**config.mk**
```make
export PLATFORM = sky130hd
export DESIGN_NAME = rename_map_unit
export DESIGN_NICKNAME = d
export VERILOG_FILES = /design/src/rtl/mips_core_pkg.sv /design/src/rtl/rename_free_list.sv /design/src/rtl/rename_map_unit.sv
export SDC_FILE = /design/constraint.sdc
export NUM_CORES = 2
export LEC_CHECK = 0
export BUFFER_PORTS_ARGS = -buffer_cell sky130_fd_sc_hd__buf_4
export CAP_MARGIN = 5
export CORE_MARGIN = 3
export CORE_UTILIZATION = 55
export DETAILED_ROUTE_END_ITERATION = 12
export PLACE_DENSITY = 0.69
export SLEW_MARGIN = 20
export SYNTH_ARGS = -nofsm -noshare
export SYNTH_HDL_FRONTEND = slang
export SYNTH_HIERARCHICAL = 1
export SYNTH_SLANG_ARGS = --single-unit
```
**constraint.sdc**
```tcl
create_clock -name clk -period 5.25 [get_ports clk]
set_clock_uncertainty 0.2 [all_clocks]
set_input_delay 0 -clock clk [delete_from_list [all_inputs] [get_ports clk]]
set_output_delay 0 -clock clk [all_outputs]
set_load 0.02 [all_outputs]
```
**src/rtl/mips_core_pkg.sv**
```systemverilog
// Shared types and default sizes for the register rename unit.
// The checkpoint struct pairs a full RMT snapshot with the free-list head pointer.
package mips_core_pkg;

    localparam int NUM_ARCH_REGS_DEFAULT = 32;
    localparam int NUM_PHYS_REGS_DEFAULT = 64;
    localparam int NUM_CKPTS_DEFAULT     = 4;

    localparam int ARCH_W   = $clog2(NUM_ARCH_REGS_DEFAULT);
    localparam int PHYS_W   = $clog2(NUM_PHYS_REGS_DEFAULT);
    localparam int CKPT_W   = $clog2(NUM_CKPTS_DEFAULT);
    localparam int FL_DEPTH = NUM_PHYS_REGS_DEFAULT - NUM_ARCH_REGS_DEFAULT;
    localparam int FL_PTR_W = $clog2(FL_DEPTH);

    typedef logic [PHYS_W-1:0] phys_reg_t;
    typedef logic [CKPT_W-1:0] ckpt_id_t;
    typedef logic [FL_PTR_W:0] fl_ptr_t;
    typedef logic [CKPT_W:0]   ckpt_ptr_t;
    typedef phys_reg_t [NUM_ARCH_REGS_DEFAULT-1:0] rmt_t;

    typedef struct packed {
        rmt_t    rmt;
        fl_ptr_t fl_head;
    } ckpt_t;

    // A writeback landing in the same cycle as the read wins over the stored busy bit.
    function automatic logic src_busy(input logic [NUM_PHYS_REGS_DEFAULT-1:0] busy,
                                      input phys_reg_t phys,
                                      input logic      wb_valid,
                                      input phys_reg_t wb_phys);
        return busy[phys] && !(wb_valid && (wb_phys == phys));
    endfunction

endpackage

```
**src/rtl/rename_free_list.sv**
```systemverilog
// Circular FIFO of free physical registers; head may be rewound on recovery.
// Pointers carry a wrap bit so full and empty are distinguishable from head/tail alone.
module rename_free_list
    import mips_core_pkg::*;
(
    input  logic                clk,
    input  logic                rst_n,
    input  logic                push,
    input  logic [PHYS_W-1:0]   push_data,
    input  logic                pop,
    input  logic                restore,
    input  logic [FL_PTR_W:0]   restore_head,
    output logic [PHYS_W-1:0]   head_data,
    output logic [FL_PTR_W:0]   head_ptr,
    output logic [FL_PTR_W:0]   count
);

    phys_reg_t mem_q [FL_DEPTH];
    phys_reg_t mem_d [FL_DEPTH];
    fl_ptr_t   head_q, head_d;
    fl_ptr_t   tail_q, tail_d;

    // Push at the tail is independent of head movement, so commits survive a restore.
    always_comb begin
        mem_d  = mem_q;
        head_d = head_q;
        tail_d = tail_q;
        if (push) begin
            mem_d[tail_q[FL_PTR_W-1:0]] = push_data;
            tail_d                      = tail_q + fl_ptr_t'(1);
        end else begin
            tail_d = tail_q;
        end
        if (restore) begin
            head_d = restore_head;
        end else if (pop) begin
            head_d = head_q + fl_ptr_t'(1);
        end else begin
            head_d = head_q;
        end
    end

    always_ff @(posedge clk or negedge rst_n) begin
        if (!rst_n) begin
            for (int i = 0; i < FL_DEPTH; i++) begin
                mem_q[i] <= phys_reg_t'(NUM_ARCH_REGS_DEFAULT + i);
            end
            head_q <= fl_ptr_t'(0);
            tail_q <= fl_ptr_t'(FL_DEPTH);
        end else begin
            mem_q  <= mem_d;
            head_q <= head_d;
            tail_q <= tail_d;
        end
    end

    assign head_data = mem_q[head_q[FL_PTR_W-1:0]];
    assign head_ptr  = head_q;
    assign count     = tail_q - head_q;

endmodule

```
**src/rtl/rename_map_unit.sv**
```systemverilog
// Register rename stage: RMT lookup/update, busy table, free list and branch checkpoints,
// with a single registered output slot toward issue.
module rename_map_unit
    import mips_core_pkg::*;
#(
    parameter int NUM_ARCH_REGS = NUM_ARCH_REGS_DEFAULT,
    parameter int NUM_PHYS_REGS = NUM_PHYS_REGS_DEFAULT,
    parameter int NUM_CKPTS     = NUM_CKPTS_DEFAULT
) (
    input  logic                             clk,
    input  logic                             rst_n,
    input  logic                             in_valid,
    output logic                             in_ready,
    input  logic                             in_uses_rw,
    input  logic [$clog2(NUM_ARCH_REGS)-1:0] in_rw_addr,
    input  logic [$clog2(NUM_ARCH_REGS)-1:0] in_rs_addr,
    input  logic [$clog2(NUM_ARCH_REGS)-1:0] in_rt_addr,
    input  logic                             in_is_branch,
    output logic                             out_valid,
    input  logic                             out_ready,
    output logic [$clog2(NUM_PHYS_REGS)-1:0] out_rs_phys,
    output logic [$clog2(NUM_PHYS_REGS)-1:0] out_rt_phys,
    output logic [$clog2(NUM_PHYS_REGS)-1:0] out_rw_phys,
    output logic [$clog2(NUM_PHYS_REGS)-1:0] out_old_rw_phys,
    output logic                             out_rs_busy,
    output logic                             out_rt_busy,
    output logic [$clog2(NUM_CKPTS)-1:0]     out_ckpt_id,
    input  logic                             wb_valid,
    input  logic [$clog2(NUM_PHYS_REGS)-1:0] wb_phys,
    input  logic                             commit_valid,
    input  logic [$clog2(NUM_PHYS_REGS)-1:0] commit_free_phys,
    input  logic                             recover_valid,
    input  logic [$clog2(NUM_CKPTS)-1:0]     recover_ckpt_id,
    input  logic                             release_valid
);

    localparam ckpt_ptr_t CKPT_FULL = ckpt_ptr_t'(NUM_CKPTS);

    rmt_t                             rmt_q, rmt_d;
    logic [NUM_PHYS_REGS_DEFAULT-1:0] busy_q, busy_d;
    ckpt_t                            ckpt_q [NUM_CKPTS];
    ckpt_t                            ckpt_d [NUM_CKPTS];
    ckpt_ptr_t                        ckpt_head_q, ckpt_head_d, ckpt_tail_q, ckpt_tail_d;
    ckpt_ptr_t                        ckpt_cnt_s;
    ckpt_id_t                         rec_off_s;
    ckpt_t                            snap_s;
    logic do_alloc_s, ckpt_full_s, fl_empty_s, in_ready_s, fire_s, alloc_fire_s, ckpt_take_s;
    phys_reg_t fl_head_data_s;
    fl_ptr_t   fl_head_ptr_s, fl_count_s;

    logic      out_valid_q, out_valid_d, out_rs_busy_q, out_rs_busy_d, out_rt_busy_q, out_rt_busy_d;
    phys_reg_t out_rs_phys_q, out_rs_phys_d, out_rt_phys_q, out_rt_phys_d;
    phys_reg_t out_rw_phys_q, out_rw_phys_d, out_old_rw_phys_q, out_old_rw_phys_d;
    ckpt_id_t  out_ckpt_id_q, out_ckpt_id_d;

    rename_free_list u_free_list (
        .clk          (clk),
        .rst_n        (rst_n),
        .push         (commit_valid),
        .push_data    (commit_free_phys),
        .pop          (alloc_fire_s),
        .restore      (recover_valid),
        .restore_head (ckpt_q[recover_ckpt_id].fl_head),
        .head_data    (fl_head_data_s),
        .head_ptr     (fl_head_ptr_s),
        .count        (fl_count_s)
    );

    // Accept only when every resource the instruction needs is already available this cycle.
    always_comb begin
        do_alloc_s   = in_uses_rw && (in_rw_addr != {ARCH_W{1'b0}});
        ckpt_cnt_s   = ckpt_tail_q - ckpt_head_q;
        ckpt_full_s  = (ckpt_cnt_s == CKPT_FULL);
        fl_empty_s   = (fl_count_s == {(FL_PTR_W+1){1'b0}});
        in_ready_s   = (!out_valid_q || out_ready) && !recover_valid
                       && (!do_alloc_s || !fl_empty_s) && (!in_is_branch || !ckpt_full_s);
        fire_s       = in_valid && in_ready_s;
        alloc_fire_s = fire_s && do_alloc_s;
        ckpt_take_s  = fire_s && in_is_branch;
    end

    // Snapshot reflects the branch's own destination update and its own pop.
    always_comb begin
        rmt_d  = rmt_q;
        busy_d = busy_q;
        if (recover_valid) begin
            rmt_d = ckpt_q[recover_ckpt_id].rmt;
        end else if (alloc_fire_s) begin
            rmt_d[in_rw_addr] = fl_head_data_s;
        end else begin
            rmt_d = rmt_q;
        end
        if (wb_valid) begin
            busy_d[wb_phys] = 1'b0;
        end else begin
            busy_d = busy_q;
        end
        if (alloc_fire_s) begin
            busy_d[fl_head_data_s] = 1'b1;
        end else begin
            busy_d = busy_d;
        end
        snap_s.rmt     = rmt_d;
        snap_s.fl_head = fl_head_ptr_s + (alloc_fire_s ? fl_ptr_t'(1) : fl_ptr_t'(0));
    end

    // Recovery truncates the queue at the recovered entry; release of that same entry is moot.
    always_comb begin
        ckpt_d      = ckpt_q;
        ckpt_head_d = ckpt_head_q;
        ckpt_tail_d = ckpt_tail_q;
        rec_off_s   = recover_ckpt_id - ckpt_head_q[CKPT_W-1:0];
        if (recover_valid) begin
            ckpt_tail_d = ckpt_head_q + {1'b0, rec_off_s};
            if (release_valid && (rec_off_s != {CKPT_W{1'b0}})) begin
                ckpt_head_d = ckpt_head_q + ckpt_ptr_t'(1);
            end else begin
                ckpt_head_d = ckpt_head_q;
            end
        end else begin
            if (ckpt_take_s) begin
                ckpt_d[ckpt_tail_q[CKPT_W-1:0]] = snap_s;
                ckpt_tail_d                     = ckpt_tail_q + ckpt_ptr_t'(1);
            end else begin
                ckpt_tail_d = ckpt_tail_q;
            end
            if (release_valid && (ckpt_cnt_s != ckpt_ptr_t'(0))) begin
                ckpt_head_d = ckpt_head_q + ckpt_ptr_t'(1);
            end else begin
                ckpt_head_d = ckpt_head_q;
            end
        end
    end

    // Sources read the pre-update RMT so rs == rw returns the previous mapping.
    always_comb begin
        out_rs_phys_d     = out_rs_phys_q;
        out_rt_phys_d     = out_rt_phys_q;
        out_rw_phys_d     = out_rw_phys_q;
        out_old_rw_phys_d = out_old_rw_phys_q;
        out_rs_busy_d     = out_rs_busy_q;
        out_rt_busy_d     = out_rt_busy_q;
        out_ckpt_id_d     = out_ckpt_id_q;
        if (recover_valid) begin
            out_valid_d = 1'b0;
        end else if (fire_s) begin
            out_valid_d = 1'b1;
        end else if (out_ready) begin
            out_valid_d = 1'b0;
        end else begin
            out_valid_d = out_valid_q;
        end
        if (fire_s) begin
            out_rs_phys_d     = rmt_q[in_rs_addr];
            out_rt_phys_d     = rmt_q[in_rt_addr];
            out_rw_phys_d     = do_alloc_s ? fl_head_data_s : phys_reg_t'(0);
            out_old_rw_phys_d = do_alloc_s ? rmt_q[in_rw_addr] : phys_reg_t'(0);
            out_rs_busy_d     = src_busy(busy_q, rmt_q[in_rs_addr], wb_valid, wb_phys);
            out_rt_busy_d     = src_busy(busy_q, rmt_q[in_rt_addr], wb_valid, wb_phys);
            out_ckpt_id_d     = in_is_branch ? ckpt_tail_q[CKPT_W-1:0] : ckpt_id_t'(0);
        end else begin
            out_rs_phys_d = out_rs_phys_q;
        end
    end

    always_ff @(posedge clk or negedge rst_n) begin
        if (!rst_n) begin
            for (int i = 0; i < NUM_ARCH_REGS_DEFAULT; i++) begin
                rmt_q[i] <= phys_reg_t'(i);
            end
            for (int i = 0; i < NUM_CKPTS; i++) begin
                ckpt_q[i] <= ckpt_t'(0);
            end
            busy_q            <= {NUM_PHYS_REGS_DEFAULT{1'b0}};
            ckpt_head_q       <= ckpt_ptr_t'(0);
            ckpt_tail_q       <= ckpt_ptr_t'(0);
            out_valid_q       <= 1'b0;
            out_rs_phys_q     <= phys_reg_t'(0);
            out_rt_phys_q     <= phys_reg_t'(0);
            out_rw_phys_q     <= phys_reg_t'(0);
            out_old_rw_phys_q <= phys_reg_t'(0);
            out_rs_busy_q     <= 1'b0;
            out_rt_busy_q     <= 1'b0;
            out_ckpt_id_q     <= ckpt_id_t'(0);
        end else begin
            rmt_q             <= rmt_d;
            ckpt_q            <= ckpt_d;
            busy_q            <= busy_d;
            ckpt_head_q       <= ckpt_head_d;
            ckpt_tail_q       <= ckpt_tail_d;
            out_valid_q       <= out_valid_d;
            out_rs_phys_q     <= out_rs_phys_d;
            out_rt_phys_q     <= out_rt_phys_d;
            out_rw_phys_q     <= out_rw_phys_d;
            out_old_rw_phys_q <= out_old_rw_phys_d;
            out_rs_busy_q     <= out_rs_busy_d;
            out_rt_busy_q     <= out_rt_busy_d;
            out_ckpt_id_q     <= out_ckpt_id_d;
        end
    end

    assign in_ready        = in_ready_s;
    assign out_valid       = out_valid_q;
    assign out_rs_phys     = out_rs_phys_q;
    assign out_rt_phys     = out_rt_phys_q;
    assign out_rw_phys     = out_rw_phys_q;
    assign out_old_rw_phys = out_old_rw_phys_q;
    assign out_rs_busy     = out_rs_busy_q;
    assign out_rt_busy     = out_rt_busy_q;
    assign out_ckpt_id     = out_ckpt_id_q;

endmodule

```
# Yosys cells after proc, flatten, opt, wreduce, memory -nomap -nowiden

Cells that the tools add are included.

Eq/ne operators: 4
Bitwise operators: 8
Multiplexer cells: 47
Reductions and logical operators: 39
$add $sub $neg: 9
$lt $le $gt $ge: 16

Operators with widths:

| cell                                                 | count |
|---|---|
| bitwise mux 792 bit                                  | 1 |
| two-way mux 198 bit                                  | 3 |
| binary-select mux 198 bit (select 2 bit)             | 1 |
| demux 198 bit (select 2 bit)                         | 1 |
| bitwise mux 192 bit                                  | 2 |
| two-way mux 192 bit                                  | 2 |
| two-way mux 64 bit                                   | 2 |
| binary-select mux 6 bit (select 5 bit)               | 4 |
| two-way mux 6 bit                                    | 11 |
| AND 64 bit                                           | 1 |
| NOT 64 bit                                           | 1 |
| bitwise OR 64 bit                                    | 1 |
| demux 6 bit (select 5 bit)                           | 2 |
| < comparator 6 x 7 -> 1 bit (second input constant)  | 4 |
| logical AND 1 bit                                    | 18 |
| < comparator 5 x 6 -> 1 bit (second input constant)  | 3 |
| two-way mux 3 bit                                    | 5 |
| adder 6 x 1 -> 6 bit (second input constant)         | 2 |
| binary-select mux 1 bit (select 6 bit)               | 2 |
| demux 1 bit (select 6 bit)                           | 2 |
| == test 6 bit                                        | 2 |
| >= comparator 6 x 1 -> 1 bit (second input constant) | 2 |
| >= comparator 6 bit (second input constant)          | 2 |
| NOT 5 -> 6 bit                                       | 2 |
| other kinds (23)                                     | 47 |

Bits of input ports: 39
Word-level logic and storage cells: 332
Output and inout port bits: 30
Flip-flop bits (word level): 1287

# Longest topological paths before layout

Word-level depth: 11
Gate-level depth with buffers: 22
Depth with buffers taken out: 17

# Cells and area by module

Netlist, hierarchy kept.

Modules (own cells, without submodules):

| module           | cells each | seq. area each (um2) | instances | area each (um2) |
|---|---|---|---|---|
| rename_map_unit  | 3760       | 27201.1              | 1         | 53561.4 |
| rename_free_list | 667        | 5246.3               | 1         | 9935.8 |

# Least setup slack after synthesis

OpenSTA, ideal clock, no wires.

Kind: flip-flop to flip-flop
Start point: register u_free_list.head_q[1] (netlist: u_free_list/head_ptr[1])
End point: register ckpt_q[5] in the netlist's numbering
Slack: 682 ps
Arrival: 4226 ps
Setup time: 141 ps
Data required time: 4909 ps
Buffers on the path: 5
Cell stages (with the launch flop): 23
Period minus slack after synthesis: 4568 ps
Cells stage by stage: dfrtp_1 -> buf_4 -> buf_6 -> buf_2 -> inv_1 -> ha_1 -> nor2b_1 -> o21a_1 -> nor3_1 -> nor2_1 -> or4_1 -> nor4_1 -> a211oi_2 -> and2_2 -> nand2_2 -> inv_2 -> buf_6 -> clkbuf_1 -> ha_1 -> and3_1 -> nand3_1 -> xor2_1 -> o21ai_0

Longest elaborated chain between the ends: 11
Elaborated cells on any way between the ends: 13
Those cells by class: add/sub: 2; mux: 2; reduce/logical: 9

RTL lines:

| what                            | line                   | text |
|---|---|---|
| start, declared                 | rename_free_list.sv:20 | `fl_ptr_t head_q, head_d;` |
| start signal, assigned          | rename_free_list.sv:48 | `head_q <= fl_ptr_t'(0);` |
| subtractor 6 bit                | rename_free_list.sv:59 | `assign count = tail_q - head_q;` |
| via fl_count_s[3]               | rename_map_unit.sv:49  | `fl_ptr_t fl_head_ptr_s, fl_count_s;` |
| zero test 6 bit                 | rename_map_unit.sv:74  | `fl_empty_s = (fl_count_s == {(FL_PTR_W+1){1'b0}});` |
| zero test 1 bit                 | rename_map_unit.sv:76  | `&& (!do_alloc_s \|\| !fl_empty_s) && (!in_is_branch \|\| !ckpt_full_s);` |
| logical OR 1 bit                | rename_map_unit.sv:76  |  |
| logical AND 1 bit (2 in series) | rename_map_unit.sv:76  |  |
| via in_ready                    | rename_map_unit.sv:13  | `output logic in_ready,` |
| logical AND 1 bit               | rename_map_unit.sv:77  | `fire_s = in_valid && in_ready_s;` |
| logical AND 1 bit               | rename_map_unit.sv:78  | `alloc_fire_s = fire_s && do_alloc_s;` |
| via alloc_fire_s                | rename_map_unit.sv:47  | `logic do_alloc_s, ckpt_full_s, fl_empty_s, in_ready_s, fire_s, alloc_fire_s, ckpt_take_s;` |
| two-way mux 1 bit               | rename_map_unit.sv:104 | `snap_s.fl_head = fl_head_ptr_s + (alloc_fire_s ? fl_ptr_t'(1) : fl_ptr_t'(0));` |
| adder 6 x 1 -> 6 bit            | rename_map_unit.sv:104 |  |
| bitwise mux 792 bit             | rename_map_unit.sv:122 | `ckpt_d[ckpt_tail_q[CKPT_W-1:0]] = snap_s;` |
| end signal, assigned by index   | rename_map_unit.sv:172 | `ckpt_q[i] <= ckpt_t'(0);` |
| end signal, assigned            | rename_map_unit.sv:187 | `ckpt_q <= ckpt_d;` |
| end, declared                   | rename_map_unit.sv:41  | `ckpt_t ckpt_q [NUM_CKPTS];` |

The timed path passes the listed nets, and every way through them passes these cells.
A chain may end at the register's enable or synchronous reset.

# Worst setup path in the final report

Start point: register rmt_q[88] in the netlist's numbering
End point: register out_rt_busy_q (netlist: out_rt_busy)

Longest elaborated chain between the ends: 6
Elaborated cells on any way between the ends: 8
Those cells by class: eq/ne: 1; mux: 4; reduce/logical: 3

RTL lines:

| what                                                                                           | line                   | text |
|---|---|---|
| start, declared                                                                                | rename_map_unit.sv:39  | `rmt_t rmt_q, rmt_d;` |
| start signal, assigned by index                                                                | rename_map_unit.sv:169 | `rmt_q[i] <= phys_reg_t'(i);` |
| start signal, assigned                                                                         | rename_map_unit.sv:186 | `rmt_q <= rmt_d;` |
| binary-select mux 6 bit (select 5 bit) *                                                       | rename_map_unit.sv:159 | `out_rt_busy_d = src_busy(busy_q, rmt_q[in_rt_addr], wb_valid, wb_phys);` |
| two-way mux 6 bit (implied by the code) *                                                      | rename_map_unit.sv:159 |  |
| parallel branches: the longest is 3 deep, another holds binary-select mux 1 bit (select 6 bit) | n/a                    |  |
| logical AND 1 bit *                                                                            | mips_core_pkg.sv:31    | `return busy[phys] && !(wb_valid && (wb_phys == phys));` |
| end signal, assigned                                                                           | rename_map_unit.sv:197 | `out_rt_busy_q <= out_rt_busy_d;` |
| end, declared                                                                                  | rename_map_unit.sv:51  | `logic out_valid_q, out_valid_d, out_rs_busy_q, out_rs_busy_d, out_rt_busy_q, out_rt_busy_d;` |

Mark *: on every way between the ends. The select of a mux whose other input is x is not followed.

==> flow_summary.rst <==
.. list-table::
   :header-rows: 1

   * - Metric
     - Value
   * - Result of the run
     - finished, final reports clean
   * - Total Routed Length
     - approximately 160000 µm
   * - Number of library cell types mapped by synthesis
     - 81
   * - EDFF count, synth
     - 0
   * - Startpoint of the most critical hold path
     - wb_phys[1]
   * - Max transition margin
     - between 30% and 40%
   * - Y dimension of the die
     - between 300 and 400 µm
   * - Layout-stage area growth over the synthesis result
     - 11.46%
   * - Area enclosed by the die boundary
     - 119600 µm²
   * - Max Buffers Root-to-Sink
     - 3
   * - Number of hold violations in the final report
     - 0
   * - Max Slew Vio Count
     - 0
   * - Length of the first detailed-routing pass in iterations
     - 6
   * - Startpoint of the lowest-slack register-to-register path
     - rmt_q[88]$_DFF_PN0_
   * - Routed vias
     - slightly below 40000
   * - Worst Path Class, Setup
     - reg2reg
   * - Clock insertion delay at the later pin of the skew report
     - around 0.76 ns
   * - FF-to-FF End
     - out_rt_busy$_DFFE_PN0N_
   * - Remaining antenna violation count after routing
     - 0
   * - Wire length of the first global-routing pass
     - ~250000 µm
   * - Worst path buffer plus inverter count
     - 5
   * - Sinks on the clock net
     - 1287
   * - Fraction of final layout cells sized beyond drive strength 1
     - between 40% and 50%
   * - Setup violators final
     - 0
   * - Worst Reg-to-Reg Cells
     - 12
   * - Data required time of the critical path
     - 5.68 ns
   * - Routability Congestion
     - about 0.95
   * - Antenna violations before repair
     - 11
   * - Hold Path Cell Cnt
     - 5
   * - Overall Global Routing Usage
     - around 28%
   * - Number of clock buffers inserted by TritonCTS
     - 138
   * - Cell with the largest stage delay on the worst path
     - dlygate4sd3_1
   * - Floorplan row count
     - 124
   * - Via density per instance
     - 6.428
   * - Sum of negative setup slack
     - 0 ns
   * - RSZ-0062 raised after global routing
     - no
   * - Syn Inst Count
     - 4427
   * - Clock slew at the register clock pins of the worst setup and hold paths
     - 0.06 ns
   * - TritonCTS clock tree
     - done
   * - R2r setup slk
     - 0.15 ns
   * - Maximum operating frequency
     - roughly 200 MHz
   * - Ratio of final minimum period to clock period
     - between 90% and 100%
   * - Initial standard-cell utilization of the core
     - between 50% and 60%
   * - DRC errors left
     - 0
   * - Cell area after synthesis
     - 63500 µm²
   * - Ordered cell list for the critical path
     - mux4_2 > mux4_2 > mux2i_4 > buf_12 > xnor2_1 > dlygate4sd3_1 > nor4_1 > dlygate4sd3_1 > o211ai_1 > dlygate4sd3_1 > a22o_1 > dlygate4sd3_1
   * - Number of buffers added on ports
     - slightly below 70
   * - Detailed router's first-iteration violation count
     - between 3000 and 4000
   * - Warnings from Yosys
     - 6
   * - Floorplan die width
     - approximately 350 µm
   * - Worst Setup Start Kind
     - register
   * - Largest net degree at the start of global routing
     - 174
   * - Critical path's largest stage delay
     - 0.59 ns
   * - Number of max-cap violations
     - 0
   * - Critical path capture point type
     - register
   * - Main flop type after synthesis
     - dfrtp_1
   * - Worst slew pin tran
     - 0.9972 ns
   * - Worst hold endpoint
     - busy_q[63]$_DFF_PN0_
   * - Family with the most delay on the worst path
     - buffers and inverters
   * - Per-instance average area after synthesis
     - approximately 14 µm²
   * - Flip-flop and latch count after synthesis
     - 1287
   * - Post-layout total power
     - 28250 µW
   * - Peak supply drop
     - between 0.3 and 0.4 mV
   * - Net count after synthesis
     - 4489
   * - Biggest fanout along the worst timing path
     - 4
   * - CP dominant cell by count
     - dlygate4sd3_1
   * - Most frequent cells in the layout
     - 1092 x dfrtp_1, 935 x mux2_2, 333 x mux4_2
   * - Most common cell after layout, fill and taps aside
     - dfrtp_1
   * - Static leakage power
     - 0.03197 µW
   * - Tmin final
     - around 5.1 ns
   * - Pwr per Cell Area
     - around 400 nW/µm²
   * - Share of flip-flops with an asynchronous set or reset after synthesis
     - 100.0%
   * - Share of synthesized area occupied by flip-flops and latches
     - about half
   * - Number of global-route vias before repair
     - 40030
   * - Area of the placeable core
     - roughly 110000 µm²
   * - Inst Count DP
     - 5783
   * - Number of cells in the finished layout apart from fillers
     - ~6100
   * - Data arrival, critical path
     - roughly 5.5 ns
   * - Num ports
     - 69
   * - Average wire length per cell after detail routing
     - 26.89 µm
   * - CTS root buffer
     - clkbuf_16
   * - GRT Residual Overflow
     - 0
   * - Worst hold path class
     - in2reg
   * - HPWL after detailed placement
     - about 100000 µm
   * - Number of nets in the layout
     - 4530
   * - Number of H-tree branching levels
     - 4
[how the worst max path moves through the flow]
stage,start,to,cells past startpoint
2_1_floorplan,u_free_list/head_ptr[1]$_DFFE_PN0P_,ckpt_q[5]$_DFFE_PN0P_,22
5_1_grt,rmt_q[88]$_DFF_PN0_,out_rt_busy$_DFFE_PN0N_,12
3_3_place_gp,u_free_list/head_ptr[1]$_DFFE_PN0P_,ckpt_q[30]$_DFFE_PN0P_,18
4_1_cts,rmt_q[88]$_DFF_PN0_,out_rt_busy$_DFFE_PN0N_,11
3_5_place_dp,u_free_list/tail_q[0]$_DFFE_PN0P_,ckpt_q[300]$_DFFE_PN0P_,16
6_report,rmt_q[88]$_DFF_PN0_,out_rt_busy$_DFFE_PN0N_,12
[registers in the layout (all words and copies together) (netlist names), 6 cells and up]
register              flops
ckpt_q                  792
u_free_list/head_ptr      6
out_old_rw_phys           6
u_free_list/tail_q        6
rmt_q                   192
u_free_list/mem_q       192
busy_q                   64
out_rt_phys               6
out_rs_phys               6
out_rw_phys               6
[power by group]
| part | internal [µW] | leakage, µW | total [µW] | switching [µW] |
|---|---|---|---|---|
| clock network | 5600 | 0.00217 | 9590 | 3980 |
| registers | 11200 | 0.0171 | 11900 | 672 |
| logic | 2640 | 0.0127 | 6750 | 4100 |
| total | 19500 | 0.0320 | 28300 | 8760 |
[final cells by class]
cell class	instances	area [µm²]
clock buffer	219	4100
sequential	1287	32450
multi-input combinational	2777	29470
antenna	7	17.52
fill	8699	43720
tap	1512	1892
timing repair buffer	235	2390
clock inverter	29	342.8
inverter	29	108.9
[tightest hold or removal path, cell delays in order]
cell and delay (ns):
dlygate4sd3_1 0.55, buf_4 0.19, nand2_1 0.09, o21ai_0 0.07
o21ai_0 0.07
[cells in the mapped netlist (6+ instances only)]
library cell / number / area [µm²]
dfstp_2: 193 / 5071
buf_1: 66 / 247.7
mux2_2: 935 / 10530
buf_2: 31 / 155.2
mux2i_1: 317 / 3173
buf_4: 14 / 105.1
nor2_2: 15 / 93.84
o2111ai_1: 6 / 52.55
nor2b_1: 16 / 100.1
mux4_1: 28 / 735.7
ha_1: 20 / 250.2
clkbuf_1: 195 / 732.0
a22o_1: 15 / 131.4
inv_1: 27 / 101.4
o21ai_0: 247 / 1236
nand2_1: 311 / 1167
o221ai_1: 11 / 96.34
a22oi_1: 57 / 427.9
a211oi_1: 8 / 60.06
mux2_4: 6 / 90.09
a21oi_1: 39 / 195.2
nand4_1: 12 / 75.07
nand3_1: 42 / 210.2
o21ai_2: 102 / 893.4
nor2_4: 8 / 90.09
dfrtp_1: 1094 / 27380
mux4_4: 22 / 550.5
xnor2_1: 25 / 219.0
buf_6: 12 / 135.1
o21ai_1: 36 / 180.2
mux4_2: 333 / 7500
nand3b_1: 12 / 90.09
xor2_1: 9 / 78.83
nand2b_1: 15 / 93.84
nor3_1: 11 / 55.05
nor2_1: 32 / 120.1
or3b_2: 6 / 52.55
[kinds of logic after synthesis]
logic type	after synthesis	synth area share, %
flops	1287	51.10
fa+ha+maj	23	0.4887
simple gates	524	4.034
xor+xnor	34	0.4690
mux	1647	35.68
buf+inv	363	2.696
compound gates	549	5.529
[stage by stage]
step,area (µm²),utilization [%],hold WS [ns],worst slack [ns]
global placement,65710,57.39,-0.1559,0.6647
CTS,70730,61.77,0.002636,0.07829
detailed placement,65710,57.39,-0.1540,0.6579
floorplan,63500,-,-0.4956,0.6823
global route,70760,61.80,0.06714,0.03057
finish,70780,61.81,0.06280,0.1496
[metal layers]
layer	vias to the layer above	part of all wire [%]	track usage, %
li1	16720	-	-
met5	-	0.025	0
met4	6	2.8	8.656
met2	1264	47	42.65
met3	285	6.8	5.649
met1	20910	44	40.01
[repair_timing]
action / 4_1_cts / 5_1_grt
resized for setup: 0 / 1
setup endpoints to repair: 0 / 1
setup buffers: 0 / 1
hold buffers: 56 / 0
endpoints found under the hold margin: 1883 / 0
Power figures use the tool's default switching activity.
